==> config.mk <==
export PLATFORM = sky130hd
export DESIGN_NAME = tx_sched
export DESIGN_NICKNAME = d
export VERILOG_FILES = /design/src/rtl/tx_sched.sv
export SDC_FILE = /design/constraint.sdc
export NUM_CORES = 1
export LEC_CHECK = 0
export CAP_MARGIN = 20
export CORE_ASPECT_RATIO = 1.5
export CORE_MARGIN = 8
export CORE_UTILIZATION = 47
export DETAILED_ROUTE_END_ITERATION = 10
export DONT_BUFFER_PORTS = 1
export GPL_ROUTABILITY_DRIVEN = 0
export GPL_TIMING_DRIVEN = 1
export PLACE_DENSITY_LB_ADDON = 0.3
export SLEW_MARGIN = 20
export SYNTH_ARGS = -nofsm -noshare
export SYNTH_HDL_FRONTEND = slang
export SYNTH_SLANG_ARGS = --single-unit
==> constraint.sdc <==
create_clock -name clk -period 2 [get_ports clk]
set_input_delay 0.2 -clock clk [delete_from_list [all_inputs] [get_ports clk]]
set_output_delay 0.2 -clock clk [all_outputs]
set_load 0.05 [all_outputs]
==> src/rtl/tx_sched.sv <==
// tx_sched: serialises echo (pong) and ramp/DC sample readout jobs onto a byte-wide UART TX.
// Requests are latched as pending flags and served one job at a time (pong > ramp > dc).
// Build option: define TX_SCHED_CHECKSUM_EN to append an XOR checksum byte to every stream job.
//
// state | meaning
// IDLE  | no job; picks the highest-priority pending request once the transmitter is free
// SEND  | one-cycle tx_start with the staged byte
// GUARD | one cycle in which tx_busy is ignored while the transmitter picks up the byte
// WAIT  | hold until tx_busy=0, then choose the next step of the job
// FETCH | sample_rd pulse for the current sample address
// LO    | capture sample_data, stage its low byte
// HI    | stage the high byte of the captured sample
// CSUM  | stage the checksum byte (checksum build only)
module tx_sched #(
    parameter logic [7:0] RAMP_HDR = 8'h07,
    parameter logic [7:0] DC_HDR   = 8'h08
) (
    input  logic        clk,
    input  logic        rst,
    input  logic        pong_trig,
    input  logic [7:0]  pong_data,
    input  logic        ramp_req,
    input  logic        dc_req,
    input  logic [15:0] read_length,
    output logic        sample_rd,
    output logic [15:0] sample_addr,
    input  logic [15:0] sample_data,
    output logic        tx_start,
    output logic [7:0]  tx_data,
    input  logic        tx_busy,
    output logic        busy,
    output logic        done
);

    typedef enum logic [2:0] {
        IDLE, SEND, GUARD, WAIT, FETCH, LO, HI
`ifdef TX_SCHED_CHECKSUM_EN
        , CSUM
`endif
    } state_t;

    // Which byte of the job is in flight; WAIT uses it to pick the next step.
    typedef enum logic [2:0] {
        PH_PONG, PH_HDR, PH_LO, PH_HI
`ifdef TX_SCHED_CHECKSUM_EN
        , PH_CSUM
`endif
    } phase_t;

    state_t      state, state_n;
    phase_t      phase;
    logic        pong_p, ramp_p, dc_p;
    logic        serve_pong, serve_ramp, serve_dc;
    logic [7:0]  pong_byte;
    logic [7:0]  tx_byte;
    logic [7:0]  sample_hi;
    logic [15:0] remain;
    logic [15:0] addr;
`ifdef TX_SCHED_CHECKSUM_EN
    logic [7:0]  csum;
`endif

    // State register; reset aborts any job in progress.
    always_ff @(posedge clk or negedge rst) begin
        if (!rst) state <= IDLE;
        else      state <= state_n;
    end

    // Next-state decode, arbitration and strobes.
    always_comb begin
        state_n    = state;
        tx_start   = 1'b0;
        sample_rd  = 1'b0;
        done       = 1'b0;
        serve_pong = 1'b0;
        serve_ramp = 1'b0;
        serve_dc   = 1'b0;
        case (state)
            IDLE: begin
                if (!tx_busy) begin
                    if (pong_p) begin
                        serve_pong = 1'b1;
                        state_n    = SEND;
                    end else if (ramp_p) begin
                        serve_ramp = 1'b1;
                        state_n    = SEND;
                    end else if (dc_p) begin
                        serve_dc = 1'b1;
                        state_n  = SEND;
                    end
                end
            end
            SEND: begin
                // Never start a byte into a busy transmitter.
                if (!tx_busy) begin
                    tx_start = 1'b1;
                    state_n  = GUARD;
                end
            end
            GUARD: state_n = WAIT;
            WAIT: begin
                if (!tx_busy) begin
                    case (phase)
                        PH_LO: state_n = HI;
                        PH_HDR, PH_HI: begin
                            if (remain == 16'd0) begin
`ifdef TX_SCHED_CHECKSUM_EN
                                state_n = CSUM;
`else
                                state_n = IDLE;
                                done    = 1'b1;
`endif
                            end else begin
                                state_n = FETCH;
                            end
                        end
                        default: begin
                            state_n = IDLE;
                            done    = 1'b1;
                        end
                    endcase
                end
            end
            FETCH: begin
                sample_rd = 1'b1;
                state_n   = LO;
            end
            LO: state_n = SEND;
            HI: state_n = SEND;
`ifdef TX_SCHED_CHECKSUM_EN
            CSUM: state_n = SEND;
`endif
            default: state_n = IDLE;
        endcase
    end

    // Pending flags, job setup and byte staging.
    always_ff @(posedge clk or negedge rst) begin
        if (!rst) begin
            pong_p    <= 1'b0;
            ramp_p    <= 1'b0;
            dc_p      <= 1'b0;
            pong_byte <= 8'h00;
            tx_byte   <= 8'h00;
            sample_hi <= 8'h00;
            remain    <= 16'd0;
            addr      <= 16'd0;
            phase     <= PH_PONG;
`ifdef TX_SCHED_CHECKSUM_EN
            csum      <= 8'h00;
`endif
        end else begin
            // A new request in the same cycle its flag is served stays pending.
            pong_p <= (pong_p & ~serve_pong) | pong_trig;
            ramp_p <= (ramp_p & ~serve_ramp) | ramp_req;
            dc_p   <= (dc_p & ~serve_dc) | dc_req;
            if (pong_trig) pong_byte <= pong_data;

            if (serve_pong) begin
                tx_byte <= pong_byte;
                phase   <= PH_PONG;
            end
            if (serve_ramp || serve_dc) begin
                tx_byte <= serve_ramp ? RAMP_HDR : DC_HDR;
                phase   <= PH_HDR;
                remain  <= read_length;
                addr    <= 16'd0;
`ifdef TX_SCHED_CHECKSUM_EN
                csum    <= 8'h00;
`endif
            end
            if (state == LO) begin
                tx_byte   <= sample_data[7:0];
                sample_hi <= sample_data[15:8];
                remain    <= remain - 16'd1;
                addr      <= addr + 16'd1;
                phase     <= PH_LO;
`ifdef TX_SCHED_CHECKSUM_EN
                csum      <= csum ^ sample_data[7:0];
`endif
            end
            if (state == HI) begin
                tx_byte <= sample_hi;
                phase   <= PH_HI;
`ifdef TX_SCHED_CHECKSUM_EN
                csum    <= csum ^ sample_hi;
`endif
            end
`ifdef TX_SCHED_CHECKSUM_EN
            if (state == CSUM) begin
                tx_byte <= csum;
                phase   <= PH_CSUM;
            end
`endif
        end
    end

    // Data outputs are zero whenever their strobe is low; busy falls with the final done.
    assign sample_addr = sample_rd ? addr : 16'd0;
    assign tx_data     = tx_start ? tx_byte : 8'h00;
    assign busy        = (state != IDLE) && !done;

endmodule

==> flow_summary.json, run 1 <==
{
  "status": "complete, but fails checks",
  "violations": "setup timing",
  "layout.cells.non_filler": 537,
  "synth_cell_types": 49,
  "drc": 0,
  "worstReg2RegStart": "state[1]$_DFFE_PN0P_",
  "synth-adder-area-share": 0.007361,
  "seq_area_frac_synth": 0.4711,
  "start_util": 0.4767,
  "ys.flop_type": "dfrtp_1",
  "routed_wl_um": 9834,
  "crit_required_ps": 1800,
  "yosys_warnings": 0,
  "clock-sinks": 64,
  "io_pins": 74,
  "diodes": 0,
  "yosys.area_share.simple": 0.2746,
  "cap_violations": 0,
  "relSlewSlack": 0.6626,
  "power.density_mw_per_mm2": 1296,
  "io_buffers": 0,
  "worstSetupStartpointType": "flip-flop",
  "grt_pass1_wl_um": 15840,
  "path_class": "flip-flop to primary output",
  "worst_slack_ps": -170.6,
  "syn_avg_cell_area_um2": 9.417,
  "antenna_left": 0,
  "worstHoldPathType": "input port to flip-flop",
  "drt_pre_antenna_iters": 5,
  "final_util": 0.6872,
  "synthArstFlopShare": 1.000,
  "startpoint": "remain[5]$_DFFE_PN0P_",
  "fin_crit_ps": 2171,
  "clk_pin_slew_ps": 70,
  "drv_slew": 0,
  "drt-initial-drc-count": 235,
  "synth_largest_area_cell": "dfrtp_1",
  "holdCritStartpoint": "read_length[12]",
  "antenna_found_initial": 0,
  "h-tree-depth": 3,
  "synth_top_area_frac": 0.4711,
  "rows": 38,
  "synth-seq-cells": 64,
  "route.vias.total": 3154,
  "dieHeight_um": 120.2,
  "post_drt_wl_per_cell_um": 18.31,
  "nFillCells": 527,
  "dieArea_mm2": 0.01027,
  "rsz0062_at_grt": "true",
  "drive_gt1_frac": 0.2385,
  "critPathArrivalTime_ps": 1970,
  "grt_max_degree": 65,
  "place_area_mm2": 0.004194,
  "gr-total-overflow": 0,
  "synth_xor_area_frac": 0.01546,
  "hold_viol_final": 0,
  "ys_top_cells_by_area": "dfrtp_1, nand2_1, and3_1, mux2i_1, o211ai_1",
  "crit_fanout": 3,
  "grt_usage": 0.1974,
  "whs_ps": 14.29,
  "placed_cells": 473,
  "core_mm2": 0.007132,
  "synthMuxAreaShare": 0.05594,
  "via_per_inst": 5.873,
  "clock-root-buffer": "clkbuf_8",
  "synth_area_mm2": 0.003400,
  "synth_top_family_by_area": "simple AND/OR/NAND/NOR gates",
  "dp_hpwl_um": 6815,
  "die_w_um": 85.44,
  "max_freq_ghz": 0.4607,
  "clockBufferDepth": 2,
  "cts_tree": "done",
  "synth_compound_area_frac": 0.1461,
  "numCtsBuffers": 9,
  "grt_pass1_vias": 3245,
  "areaGrowthSynthToFinish_pct": 44.17,
  "synth_edf_count": 0,
  "synth_fp_nets": 409,
  "final_cell_area_mm2": 0.004901,
  "tightest_slew_ps": 502.3,
  "cp-end-kind": "primary output",
  "clk_latency_ps": 360,
  "p_leak_nw": 2.189,
  "post-route-period-util": 1.085,
  "ir_drop_mv": 0.9595,
  "fin_nets": 501,
  "finalClockSkew_ps": 9.719,
  "synthCells": 361,
  "setup_viol": 2,
  "place_ws_ps": 79.02
}
==> kinds of logic after synthesis <==
logic type / count (synthesis)
muxes: 18
DFF: 64
AOI/OAI and AO/OA: 71
and+or+nand+nor: 177
adders and majority gates: 2
buffers and inverters: 23
xor gates and xnor gates: 6
==> placed cells by master (no fill, tap or decap), types with 2 or more instances in the layout <==
cell type,n
a211oi_1,2
a21boi_0,3
a21o_1,4
a21oi_1,5
a22oi_1,4
a31oi_1,5
and2_1,4
and3_1,30
and3b_1,2
buf_12,27
buf_4,38
clkbuf_8,12
clkinv_2,2
dfrtp_1,61
dfrtp_2,3
dlygate4sd3_1,33
ha_1,2
inv_1,5
mux2_2,8
mux2i_1,10
nand2_1,65
nand2b_1,3
nand3_1,15
nand4_1,8
nor2_1,14
nor2b_1,2
nor3_1,7
nor3b_1,3
nor4_1,3
nor4_4,3
o211ai_1,13
o21ai_0,15
o22ai_1,5
o311ai_0,2
o31ai_1,3
or3_1,5
xor2_1,5
==> worst paths after layout <==
check	cells after the start	to	slack (ps)
min in group asynchronous	2	addr[10]$_DFFE_PN0P_	350
worst min-delay path	2	remain[12]$_DFFE_PN0P_	10
worst max-delay path	5	done	-170
worst min register to register	1	addr[15]$_DFFE_PN0P_	480
max in group asynchronous	2	remain[3]$_DFFE_PN0P_	1330
worst max register to register	5	tx_byte[4]$_DFFE_PN0P_	110
==> repair_timing <==
action | 4_1_cts | 5_1_grt
pin swaps | 7 | 1
endpoints found under the setup margin | 3 | 20
hold endpoints to repair | 96 | 0
gates resized for setup | 7 | 3
hold buffers | 34 | 0
buffers inserted | 8 | 7
==> final cells by class <==
type / instances / area, um^2 / share of cell area
inverters: 5 / 18.77 / 0.003829
flip-flops and latches: 64 / 1605 / 0.3275
well taps: 80 / 100.1 / 0.02042
clock buffers: 12 / 165.2 / 0.03370
multi-input cells: 274 / 1788 / 0.3648
repair buffers: 99 / 1184 / 0.2415
clock inverters: 3 / 40.04 / 0.008170
==> synth_stat cells, types with 2 or more instances <==
library cell,n
a211oi_1,3
a21boi_0,3
a21o_1,5
a21oi_1,5
a22oi_1,4
a31oi_1,6
and2_1,4
and3_1,30
and3b_1,2
and4_1,2
buf_2,8
clkbuf_1,9
dfrtp_1,64
ha_1,2
inv_1,5
mux2_2,8
mux2i_1,10
nand2_1,65
nand2b_1,3
nand3_1,16
nand4_1,8
nor2_1,15
nor2b_1,2
nor3_1,9
nor3b_1,3
nor4_1,4
o211ai_1,13
o21ai_0,15
o22ai_1,5
o311ai_0,3
o31ai_1,3
or3_1,6
xor2_1,5
==> critical path, stage by stage, from the launching register on <==
cell and delay (ps):
dfrtp_1 430, nor4_4 280, and4_4 300, a31oi_4 110, nor4_4 300, buf_12 180
==> layer usage <==
metal / global-route usage / share of wire / vias up
met4: 0.1200 / 0.030 / 0
met2: 0.3502 / 0.54 / 102
li1: - / - / 1505
met1: 0.2020 / 0.37 / 1518
met3: 0.04997 / 0.056 / 29
met5: 0 / 0 / -
==> registers in the layout (all words and copies together), names as in the netlist <==
name / count
pong_p: 1
pong_byte: 8
sample_hi: 8
addr: 16
phase: 2
state: 3
dc_p: 1
ramp_p: 1
remain: 16
tx_byte: 8
==> per-stage QoR <==
stage | total power, mW | TNS (ps)
6_report | 6.352 | -239.5
5_1_grt | 6.728 | -323.4
4_1_cts | 6.226 | -226.4
3_5_place_dp | 4.848 | 0
3_3_place_gp | 4.715 | 0
2_1_floorplan | 3.899 | -2.010
==> where the power goes <==
group	internal, mW	switching (mW)	leakage [nW]
Combinational	1.30	1.46	1.37
Clock	0.666	0.517	0.108
Sequential	1.84	0.565	0.709
Total	3.81	2.54	2.19
Note: power is estimated with default switching activity, not from simulation.
==> run 2, diff against run 1 <==
--- a/config.mk
+++ b/config.mk
@@ -14,6 +14,7 @@
 export GPL_ROUTABILITY_DRIVEN = 0
 export GPL_TIMING_DRIVEN = 1
 export PLACE_DENSITY_LB_ADDON = 0.3
+export RECOVER_POWER = 25
 export SLEW_MARGIN = 20
 export SYNTH_ARGS = -nofsm -noshare
 export SYNTH_HDL_FRONTEND = slang
==> flow_summary.json, run 2 (synthesis results as in run 1) <==
{
  "drive_gt1_frac": 0.2385,
  "core_mm2": 0.007132,
  "grt_pass1_vias": 3245,
  "drt_pre_antenna_iters": 4,
  "clockBufferDepth": 2,
  "dieArea_mm2": 0.01027,
  "rsz0062_at_grt": "true",
  "clk_pin_slew_ps": 70,
  "cts_tree": "done",
  "p_total_mw": 6.342,
  "antenna_left": 0,
  "rows": 38,
  "numCtsBuffers": 9,
  "slowest_stage": "dfrtp_1",
  "post-route-period-util": 1.083,
  "diodes": 0,
  "fin_nets": 501,
  "h-tree-depth": 3,
  "setup_viol": 2,
  "final_common_cell": "nand2_1",
  "tightest_slew_ps": 1426,
  "worstHoldPathType": "input port to flip-flop",
  "worstSetupStartpointType": "flip-flop",
  "power.density_mw_per_mm2": 1300,
  "cp-end-kind": "primary output",
  "status": "complete, but fails checks",
  "whs_ps": 16.09,
  "holdPathEnd": "remain[12]$_DFFE_PN0P_",
  "drv_slew": 0,
  "antenna_found_initial": 0,
  "path_delay_family": "simple AND/OR/NAND/NOR gates",
  "worst_slack_ps": -166.0,
  "crit_top_cell": "nor4_4",
  "fin_crit_ps": 2166,
  "hold_viol_final": 0,
  "layout.cells.non_filler": 537,
  "grt_pass1_wl_um": 15840,
  "finalClockSkew_ps": 9.205,
  "critPathArrivalTime_ps": 1970,
  "routed_wl_um": 9772,
  "worstReg2RegStart": "state[1]$_DFFE_PN0P_",
  "grt_max_degree": 65,
  "cap_violations": 0,
  "drt-initial-drc-count": 250,
  "clock-sinks": 64,
  "crit_buf_inv": 1,
  "route.vias.total": 3178,
  "largestRegisters": "addr: 16 flops, remain: 16 flops",
  "placed_cells": 473,
  "grt_usage": 0.1974,
  "areaGrowthSynthToFinish_pct": 43.50,
  "final_cell_mix": "nand2_1, dfrtp_1, buf_4, dlygate4sd3_1, and3_1",
  "crit_required_ps": 1800,
  "dp_hpwl_um": 6815,
  "holdPathStages": 2,
  "p_leak_nw": 2.180,
  "holdCritStartpoint": "read_length[12]",
  "r2r_slack_ps": 120,
  "violations": "setup timing",
  "clk_latency_ps": 360,
  "drc": 0,
  "start_util": 0.4767,
  "dieHeight_um": 120.2,
  "nFillCells": 530,
  "clock-root-buffer": "clkbuf_8",
  "r2r_end": "tx_byte[4]$_DFFE_PN0P_",
  "gr-total-overflow": 0,
  "path_class": "flip-flop to primary output",
  "via_per_inst": 5.918,
  "die_w_um": 85.44,
  "relSlewSlack": 0.04936,
  "post_drt_wl_per_cell_um": 18.20,
  "ff2ff_path_depth": 5,
  "io_pins": 74,
  "crit_fanout": 3,
  "io_buffers": 0,
  "slowest_delay_ps": 440,
  "ir_drop_mv": 0.9605,
  "crit_chain": "nor4_4, and4_4, a31oi_4, nor4_4, buf_12",
  "max_freq_ghz": 0.4617
}
[run 2: cell type report]
cell class,count,area [um^2],area share
Sequential cell,64,1605,0.3291
Timing Repair Buffer,99,1161,0.2380
Multi-Input combinational cell,274,1788,0.3665
Inverter,5,18.77,0.003847
Clock buffer,12,165.2,0.03385
Tap cell,80,100.1,0.02052
Clock inverter,3,40.04,0.008207
[run 2: power breakdown]
part           total [mW]  internal [mW]  switching, mW
combinational        2.76           1.30           1.46
clock                1.18          0.666          0.514
sequential           2.40           1.84          0.566
[run 2: per-layer routing]
| metal | vias up | track usage | share of wire |
|---|---|---|---|
| met5 | - | 0 | 0 |
| met4 | 0 | 0.1200 | 0.034 |
| met3 | 29 | 0.04997 | 0.055 |
| met2 | 111 | 0.3502 | 0.55 |
| met1 | 1530 | 0.2020 | 0.37 |
| li1 | 1508 | - | - |
[run 2: metrics by stage]
stage / util / setup TNS (ps) / setup slack, ps / instance area, um^2
5_1_grt: 0.6840 / -435.6 / -224.7 / 4878
4_1_cts: 0.6784 / -226.4 / -166.7 / 4838
3_3_place_gp: 0.5881 / 0 / 128.8 / 4194
6_report: 0.6840 / -235.2 / -166.0 / 4878
3_5_place_dp: 0.5881 / 0 / 79.02 / 4194
2_1_floorplan: - / -2.010 / -2.010 / 3462
[run 2: what timing repair did]
item,CTS,global route
endpoints found under the setup margin,3,20
buffers inserted,8,7
resized for setup,7,3
endpoints found under the hold margin,96,0
hold buffers,34,0
pin swaps,7,1
[run 2: worst max-delay path by stage]
stage / startpoint / endpoint / slack, ps / cells after the start
after floorplan: remain[3]$_DFFE_PN0P_ / done / -2 / 4
after global placement: remain[13]$_DFFE_PN0P_ / done / 130 / 5
after detailed placement: remain[13]$_DFFE_PN0P_ / done / 80 / 5
after CTS: remain[5]$_DFFE_PN0P_ / done / -170 / 5
after global routing: remain[11]$_DFFE_PN0P_ / done / -220 / 5
final: remain[5]$_DFFE_PN0P_ / done / -170 / 5
[run 2: worst reg2reg max path, cell delays in order (launching register included)]
cell and delay [ps]:
dfrtp_2 460, buf_4 160, or4_4 550, o211ai_4 340
nor2_1 70, nor3_1 200
==> run 3, diff against run 2 <==
--- a/config.mk
+++ b/config.mk
@@ -15,6 +15,7 @@
 export GPL_TIMING_DRIVEN = 1
 export PLACE_DENSITY_LB_ADDON = 0.3
 export RECOVER_POWER = 25
+export REMOVE_ABC_BUFFERS = 1
 export SLEW_MARGIN = 20
 export SYNTH_ARGS = -nofsm -noshare
 export SYNTH_HDL_FRONTEND = slang
==> flow_summary.json, run 3 (synthesis results as in run 1) <==
{
  "drc": 0,
  "dp_hpwl_um": 6517,
  "areaGrowthSynthToFinish_pct": 37.62,
  "antenna_left": 0,
  "cts_tree": "done",
  "drive_gt1_frac": 0.2195,
  "post_drt_wl_per_cell_um": 17.91,
  "p_total_mw": 5.884,
  "via_per_inst": 5.845,
  "crit_fanout": 2,
  "dieArea_mm2": 0.01027,
  "diodes": 0,
  "placed_cells": 474,
  "gr-total-overflow": 0,
  "layout.cells.non_filler": 522,
  "rows": 38,
  "cp-end-kind": "primary output",
  "rsz0062_at_grt": "true",
  "grt_pass1_wl_um": 14900,
  "hold_viol_final": 0,
  "dieHeight_um": 120.2,
  "routed_wl_um": 9351,
  "die_w_um": 85.44,
  "final_common_cell": "nand2_1",
  "start_util": 0.4767,
  "place_ws_ps": 92.52,
  "drv_slew": 0,
  "grt_pass1_vias": 3067,
  "status": "complete, but fails checks",
  "fin_crit_ps": 2138,
  "critPathArrivalTime_ps": 1940,
  "clockBufferDepth": 2,
  "clock-sinks": 64,
  "grt_usage": 0.1838,
  "p_leak_nw": 2.076,
  "path_class": "flip-flop to primary output",
  "worstSetupStartpointType": "flip-flop",
  "h-tree-depth": 3,
  "max_freq_ghz": 0.4678,
  "antenna_found_initial": 0,
  "io_pins": 74,
  "io_buffers": 0,
  "largestRegisters": "addr: 16 flops, remain: 16 flops",
  "clk_latency_ps": 350,
  "drt_pre_antenna_iters": 4,
  "grt_max_degree": 65,
  "nFillCells": 561,
  "post-route-period-util": 1.069,
  "drt-initial-drc-count": 184,
  "crit_required_ps": 1800,
  "cap_violations": 0,
  "finalClockSkew_ps": 10.80,
  "route.vias.total": 3051,
  "numCtsBuffers": 9,
  "worstHoldPathType": "input port to flip-flop",
  "final_cell_mix": "nand2_1, dfrtp_1, and3_1, buf_4, dlygate4sd3_1",
  "fin_nets": 485,
  "worst_slack_ps": -137.7,
  "core_mm2": 0.007132,
  "clock-root-buffer": "clkbuf_8",
  "setup_viol": 2,
  "violations": "setup timing",
  "tightest_slew_ps": 1435,
  "relSlewSlack": 0.04363,
  "ir_drop_mv": 0.7148,
  "clk_pin_slew_ps": 70,
  "power.density_mw_per_mm2": 1258
}
-- run 3: cell count changes in the layout (fill, tap and decap cells not counted), moves of 2 or more --
cell | previous run | this run
clkbuf_8 | 12 | 10
dlygate4sd3_1 | 33 | 27
buf_4 | 38 | 28
clkbuf_1 | 0 | 3
-- run 3: final timing paths --
kind                                       start                  endpoint  slack [ps]  depth (start not counted)
setup / recovery           remain[3]$_DFFE_PN0P_                      done        -140                          5
hold / removal                   read_length[12]    remain[12]$_DFFE_PN0P_           5                          2
setup reg to reg            state[2]$_DFFE_PN0P_     remain[8]$_DFFE_PN0P_         110                          5
hold reg to reg             addr[15]$_DFFE_PN0P_      addr[15]$_DFFE_PN0P_         470                          1
max in group asynchronous                    rst      state[0]$_DFFE_PN0P_         250                          2
min in group asynchronous                    rst  pong_byte[4]$_DFFE_PN0P_         790                          2
-- run 3: worst max-delay path, cell delays in order (launching register included) --
cell	delay, ps
dfrtp_1	420
nor4_4	310
and4_4	270
a31oi_2	110
nor4_2	240
buf_4	240
-- run 3: power by group --
part	internal (mW)	total (mW)	switching (mW)	leakage (nW)
clock network	0.481	0.972	0.491	0.0834
registers	1.83	2.39	0.556	0.709
logic	1.15	2.52	1.37	1.28
total	3.47	5.88	2.41	2.08
-- run 3: layout make-up --
| class | count | area (um^2) | area share |
|---|---|---|---|
| tap | 80 | 100.1 | 0.02140 |
| timing repair buffer | 83 | 1017 | 0.2174 |
| clock buffer | 13 | 148.9 | 0.03183 |
| inverter | 5 | 18.77 | 0.004012 |
| sequential | 64 | 1604 | 0.3429 |
| multi-input combinational | 274 | 1772 | 0.3787 |
| clock inverter | 3 | 17.52 | 0.003744 |
-- run 3: timing repair --
action,4_1_cts,5_1_grt
hold buffers,26,2
endpoints found under the setup margin,15,19
resized for setup,9,8
cloned,0,0
buffers inserted,4,1
pin swaps,3,0
endpoints found under the hold margin,88,3
-- run 3: layer usage --
metal	track usage	share of wire	vias up	wire, um
met5	0	0	-	0
met4	0.09471	0.021	0	197
met3	0.05955	0.064	15	600
met2	0.3186	0.54	97	5071
met1	0.1933	0.37	1459	3482
li1	-	-	1480	-
-- run 3: metrics by stage --
| stage | setup TNS (ps) | cell area, um^2 | util | hold slack (ps) |
|---|---|---|---|---|
| after floorplan | -2385 | 3318 | - | -95.59 |
| after global placement | 0 | 4133 | 0.5795 | -92.48 |
| after detailed placement | 0 | 4133 | 0.5795 | -92.92 |
| after CTS | -128.7 | 4644 | 0.6512 | 0.4745 |
| after global routing | -508.5 | 4678 | 0.6560 | 0.5910 |
| final | -173.9 | 4678 | 0.6560 | 4.700 |
